`src/rtl/adc_avg_pkg.sv`:
```
// Shared constants, accumulator sizing and output FSM state type for the ADC sample averager.
package adc_avg_pkg;

  localparam int unsigned AVG_DATA_WIDTH = 12;
  localparam int unsigned AVG_LOG2       = 4;

  typedef enum logic {
    ST_EMPTY = 1'b0,
    ST_FULL  = 1'b1
  } avg_out_state_e;

  // A sum of 2**log2_avg words of data_w bits fits exactly in data_w+log2_avg bits.
  function automatic int unsigned acc_width(input int unsigned data_w,
                                            input int unsigned log2_avg);
    return data_w + log2_avg;
  endfunction

endpackage

```
`src/rtl/sample_edge_det.sv`:
```
// 1-bit rising-edge detector; the reset value of the history bit is a parameter so a level
// that is already high when reset releases does not register as an edge.
module sample_edge_det #(
  parameter logic RST_VAL = 1'b1
) (
  input  logic clk,
  input  logic rst,
  input  logic i_d,
  output logic o_rise
);

  logic r_q;

  always_ff @(posedge clk or posedge rst) begin
    if (rst) r_q <= RST_VAL;
    else     r_q <= i_d;
  end

  assign o_rise = i_d & ~r_q;

endmodule

```
`src/rtl/adc_sample_averager.sv`:
```
// Averages 2**LOG2_AVG consecutive ADC samples and holds the mean on a valid/ready output.
// Optional feature macro: AVG_MINMAX_EN adds per-window out_min/out_max.
module adc_sample_averager
  import adc_avg_pkg::*;
#(
  parameter int unsigned DATA_WIDTH = AVG_DATA_WIDTH,
  parameter int unsigned LOG2_AVG   = AVG_LOG2
) (
  input  logic                  clk,
  input  logic                  rst,
  input  logic [DATA_WIDTH-1:0] in_data,
  input  logic                  in_valid,
  input  logic                  flush,
  output logic [DATA_WIDTH-1:0] out_data,
  output logic                  out_valid,
  input  logic                  out_ready,
  output logic                  overrun,
  input  logic                  clr_overrun
`ifdef AVG_MINMAX_EN
  ,
  output logic [DATA_WIDTH-1:0] out_min,
  output logic [DATA_WIDTH-1:0] out_max
`endif
);

  localparam int unsigned      ACC_W    = acc_width(DATA_WIDTH, LOG2_AVG);
  localparam int unsigned      CNT_W    = (LOG2_AVG > 0) ? LOG2_AVG : 1;
  localparam logic [CNT_W-1:0] CNT_LAST = CNT_W'((1 << LOG2_AVG) - 1);

  function automatic logic [DATA_WIDTH-1:0] trunc_mean(input logic [ACC_W-1:0] sum);
    return DATA_WIDTH'(sum >> LOG2_AVG);
  endfunction

  logic           w_accept;
  logic           w_take;
  logic           w_last;
  logic           w_ovr_set;
  logic [ACC_W-1:0] w_sum;
  logic [ACC_W-1:0] r_acc;
  logic [CNT_W-1:0] r_cnt;
  avg_out_state_e r_state;
  avg_out_state_e w_state_nxt;

  sample_edge_det #(
    .RST_VAL(1'b1)
  ) u_valid_edge (
    .clk   (clk),
    .rst   (rst),
    .i_d   (in_valid),
    .o_rise(w_accept)
  );

  // flush outranks a same-cycle accept, so the sample is dropped rather than seeding a window
  assign w_take = w_accept & ~flush;
  assign w_last = w_take & (r_cnt == CNT_LAST);
  assign w_sum  = r_acc + ACC_W'(in_data);

  always_ff @(posedge clk or posedge rst) begin
    if (rst) begin
      r_acc <= '0;
      r_cnt <= '0;
    end else if (flush || w_last) begin
      r_acc <= '0;
      r_cnt <= '0;
    end else if (w_take) begin
      r_acc <= w_sum;
      r_cnt <= r_cnt + CNT_W'(1);
    end
  end

  always_ff @(posedge clk or posedge rst) begin
    if (rst) r_state <= ST_EMPTY;
    else     r_state <= w_state_nxt;
  end

  always_comb begin
    w_state_nxt = r_state;
    w_ovr_set   = 1'b0;
    case (r_state)
      ST_EMPTY: begin
        if (w_last) w_state_nxt = ST_FULL;
      end
      ST_FULL: begin
        if (w_last)         w_ovr_set   = ~out_ready;
        else if (out_ready) w_state_nxt = ST_EMPTY;
      end
      default: w_state_nxt = ST_EMPTY;
    endcase
  end

  assign out_valid = (r_state == ST_FULL);

  always_ff @(posedge clk or posedge rst) begin
    if (rst)         out_data <= '0;
    else if (w_last) out_data <= trunc_mean(w_sum);
  end

  // A new overrun wins over a same-cycle clear.
  always_ff @(posedge clk or posedge rst) begin
    if (rst)              overrun <= 1'b0;
    else if (w_ovr_set)   overrun <= 1'b1;
    else if (clr_overrun) overrun <= 1'b0;
  end

`ifdef AVG_MINMAX_EN
  function automatic logic [DATA_WIDTH-1:0] min_of(input logic [DATA_WIDTH-1:0] a,
                                                   input logic [DATA_WIDTH-1:0] b);
    return (a < b) ? a : b;
  endfunction

  function automatic logic [DATA_WIDTH-1:0] max_of(input logic [DATA_WIDTH-1:0] a,
                                                   input logic [DATA_WIDTH-1:0] b);
    return (a > b) ? a : b;
  endfunction

  logic [DATA_WIDTH-1:0] r_min;
  logic [DATA_WIDTH-1:0] r_max;
  logic [DATA_WIDTH-1:0] w_win_min;
  logic [DATA_WIDTH-1:0] w_win_max;

  // The first sample of a window (cnt==0) reseeds both extremes.
  assign w_win_min = (r_cnt == '0) ? in_data : min_of(r_min, in_data);
  assign w_win_max = (r_cnt == '0) ? in_data : max_of(r_max, in_data);

  always_ff @(posedge clk or posedge rst) begin
    if (rst) begin
      r_min   <= '0;
      r_max   <= '0;
      out_min <= '0;
      out_max <= '0;
    end else begin
      if (w_take) begin
        r_min <= w_win_min;
        r_max <= w_win_max;
      end
      if (w_last) begin
        out_min <= w_win_min;
        out_max <= w_win_max;
      end
    end
  end
`endif

endmodule

```
`config.mk`:
```
export PLATFORM = sky130hd
export DESIGN_NAME = adc_sample_averager
export DESIGN_NICKNAME = d
export VERILOG_FILES = /design/src/rtl/adc_avg_pkg.sv /design/src/rtl/sample_edge_det.sv /design/src/rtl/adc_sample_averager.sv
export SDC_FILE = /design/constraint.sdc
export NUM_CORES = 1
export LEC_CHECK = 0
export ABC_CLOCK_PERIOD_IN_PS = 2700
export BUFFER_PORTS_ARGS = -buffer_cell sky130_fd_sc_hd__buf_2
export CAP_MARGIN = 30
export CORE_ASPECT_RATIO = 0.7
export CORE_MARGIN = 1.5
export CORE_UTILIZATION = 45
export CTS_BUF_LIST = sky130_fd_sc_hd__clkbuf_4
export CTS_CLUSTER_DIAMETER = 30
export DETAILED_ROUTE_END_ITERATION = 8
export HOLD_SLACK_MARGIN = 0.06
export PLACE_DENSITY = 0.66
export SETUP_SLACK_MARGIN = 0.1
export SYNTH_ARGS = -nofsm -noshare
export SYNTH_HDL_FRONTEND = slang
export SYNTH_SLANG_ARGS = --single-unit
```
`constraint.sdc`:
```
create_clock -name clk -period 2.7 [get_ports clk]
set_clock_uncertainty 0.2 [all_clocks]
set_input_delay 0.405 -clock clk [delete_from_list [all_inputs] [get_ports clk]]
set_output_delay 0.405 -clock clk [all_outputs]
set_load 0.05 [all_outputs]
```
==> metrics.md <==
| Metric | Value |
|---|---|
| I/O Buffers | 31 |
| RSZ-0062 raised after global routing | no |
| Crit path cell chain | ha_1 -> inv_1 -> fa_1 -> inv_1 -> a21o_1 -> a221oi_4 -> o31a_4 -> or4_1 -> nand3_1 |
| Number of global-route vias before repair | around 1,600 |
| Max FO, Critical Path | 7 |
| Setup CP Type | register to register |
| Detailed Route WL | around 4400 um |
| PwrDens | 539 nW/um2 |
| Startpoint types | register |
| Layout filler cell count | 397 |
| Area Overhead vs Synth | 18.2% |
| Initial core utilization | a little under half |
| Asr flop ratio synth | between 90% and 100% |
| Clk buf depth | 2 |
| Post-Syn Area | roughly 2100 um2 |
| CP max stage delay | approximately 0.40 ns |
| Die width | 84.0 um |
| First-pass GRT wire length | between 7000 and 8000 um |
| Wire per inst | roughly 14 um |
| Worst skew pair latency | 0.35 ns |
| Sink Count | 35 |
| Slew of the pin with the lowest slew margin | 0.626 ns |
| CP Data Arrival Time | about 2.5 ns |
| Post-route ant nets | 0 |
| First-iteration detailed-routing DRC count | slightly below 100 |
| Critical-path top delay cell | or4_1 |
| Post-synthesis cell type count | 38 |
| Time the worst path needs with I/O delays and setup | between 2 and 2.5 ns |
| Share of layout cells above drive strength 1 | about a fifth |
| Commonest non-fill, non-tap cells in the layout | dfrtp_1, nand2_1, buf_2 |
| Root Buffer Master | clkbuf_4 |
| LEAKAGE | approximately 1.2 nW |
| Hold slack | between 0.08 and 0.09 ns |
| Via-per-instance ratio | roughly 5.4 |
| Final Cycle Share | between 90% and 100% |
| Slew HR | about three fifths |
| Footprint of the multi-input gates | around 1100 um2 |
| Hold WC Path Type | primary input to register |
| Diodes inserted | 0 |
| Chip Height | ~60 um |
| Hold Violations, Final | 0 |
| Pin count of the biggest net entering global routing | 36 |
| DR vias | approximately 1,700 |
| Setup_tns | 0 ns |
| Fmax | ~0.41 GHz |
| Die ar. | about 5000 um2 |
| WP buf/inv | 2 |
| Max-Cap Viols | 0 |
| Worst Setup End Kind | register |
| Syn_nets | roughly 250 |
| Global Route Usage Sum | between 10% and 20% |
| Total grt overflow | 0 |
| Syn. warnings | 0 |
| CTS tree | yes |
| I/O pin count | 32 |
| Pre-Repair DR Iteration Count | 4 |
| Flops & latches, synth | 35 |
| Synth Instances | between 200 and 250 |
| TritonCTS buffer count | 5 |
| Seq/Total Area, Yosys | about 42% |
| Clk slew on worst S/H paths | 0.12 ns |
| Gpl congestion | between 0.8 and 0.9 |
| DRC | 0 |
| Initial antenna violation count | 0 |
| Crit path max-delay family | compound AO/OA/AOI/OAI gates |
| Nets | between 200 and 300 |
| Num rows | 20 |
| Status | completed |
| Setup violations, final | 0 |
| Post-synth EDFFs | 0 |
| Core footprint | about 4400 um2 |
| WP data required | approximately 2.8 ns |
| Flip-flop and latch area | roughly 880 um2 |
| Mapped Avg Cell Area | between 9 and 10 um2 |
| Main synth FF type | dfrtp_1 |
| Maximum VDD drop | between 0.3 and 0.4 mV |
| H-tree Lvls | 2 |
| CP most frequent cell | inv_1 |
| HPWL Detailed | approximately 3100 um |
| Most common cell after layout, fill and taps aside | dfrtp_1 |
| Slew Viols, Final | 0 |
stage by stage:
stage	cells	total power [mW]	utilization (%)	setup WS [ns]	cell area [um2]
detailed placement	302	0.831	52.1	0.149	2280
global route	315	1.39	55.8	0.103	2440
floorplan	222	0.767	-	0.349	2070
global placement	302	0.831	52.1	0.158	2280
CTS	313	1.32	55.2	0.264	2420
finish	315	1.32	55.8	0.269	2440
path summary, 6_finish.rpt:
check                                        endpoint  cells past startpoint  slack, ns                     from
min in group asynchronous         overrun$_DFFE_PP0P_                      4       0.48                      rst
hold reg to reg               out_data[0]$_DFFE_PP0P_                      2       0.28  out_data[0]$_DFFE_PP0P_
setup reg to reg                r_acc[14]$_DFFE_PP0P_                      9       0.27     r_acc[0]$_DFFE_PP0P_
setup / recovery                r_acc[14]$_DFFE_PP0P_                      9       0.27     r_acc[0]$_DFFE_PP0P_
hold / removal                   r_cnt[3]$_DFFE_PP0P_                      2       0.09                    flush
max in group asynchronous  u_valid_edge.r_q$_DFF_PP1_                      4       1.45                      rst
logic make-up after synthesis:
| group | count (synthesis) | share of synthesized area [%] |
|---|---|---|
| AO/OA/AOI/OAI | 52 | 17.2 |
| XOR/XNOR | 15 | 6.36 |
| adder cells (fa/ha/maj) | 14 | 8.84 |
| buffers and inverters | 23 | 4.42 |
| flip-flops | 35 | 42.4 |
| multiplexers | 6 | 3.09 |
| AND/OR/NAND/NOR | 77 | 17.7 |
routing by layer:
metal  vias to the layer above  track usage (%)  part of all wire (%)
met5                         -                0                     0
met4                         0             5.62                   1.0
met3                         7             4.56                   4.5
met2                        47             26.4                    38
met1                       796             30.6                    57
li1                        858                -                     -
synth_stat cells (all sizes together), types with 2 or more instances:
cell type / instances / area (um2)
a21o: 3 / 22.5
nor2: 9 / 33.8
nor3: 4 / 20.0
xor2: 5 / 43.8
dfrtp: 34 / 851
clkbuf: 7 / 26.3
o221ai: 2 / 17.5
inv: 12 / 45.0
mux2: 3 / 33.8
and3: 3 / 18.8
nand2: 32 / 120
o311ai: 2 / 17.5
buf: 4 / 20.0
xnor2: 10 / 87.6
nor3b: 2 / 15.0
mux2i: 3 / 30.0
a21oi: 14 / 70.1
or3: 4 / 25.0
nand2b: 2 / 12.5
o22ai: 2 / 12.5
a31oi: 2 / 12.5
nand3: 12 / 60.1
a22o: 9 / 78.8
ha: 13 / 163
nand4: 4 / 25.0
o21ai: 13 / 65.1
registers in the layout, indices dropped and copies added, names as in the netlist:
| signal | flops |
|---|---|
| r_acc | 16 |
| out_data | 12 |
| r_cnt | 4 |
| out_valid | 1 |
| overrun | 1 |
| u_valid_edge.r_q | 1 |
timing repair:
action,4_1_cts,5_1_grt
endpoints found under the setup margin,0,4
gates resized for setup,0,1
setup buffers,0,2
endpoints found under the hold margin,36,0
hold buffers,3,0
cell type report:
cell class                      count  share of cell area, %
Clock buffer                        5                   1.54
Clock inverter                      3                   2.76
Inverter                           12                   1.84
Multi-Input combinational cell    164                   45.4
Sequential cell                    35                   35.9
Tap cell                           55                   2.82
Timing Repair Buffer               41                   9.73
where the power goes:
group | total [mW] | leakage (nW) | switching [mW] | internal [mW]
Sequential | 0.563 | 0.474 | 0.0145 | 0.548
Combinational | 0.271 | 0.694 | 0.166 | 0.105
Clock | 0.484 | 0.0514 | 0.196 | 0.288
Total | 1.32 | 1.22 | 0.377 | 0.941
Power figures use the tool's default switching activity.
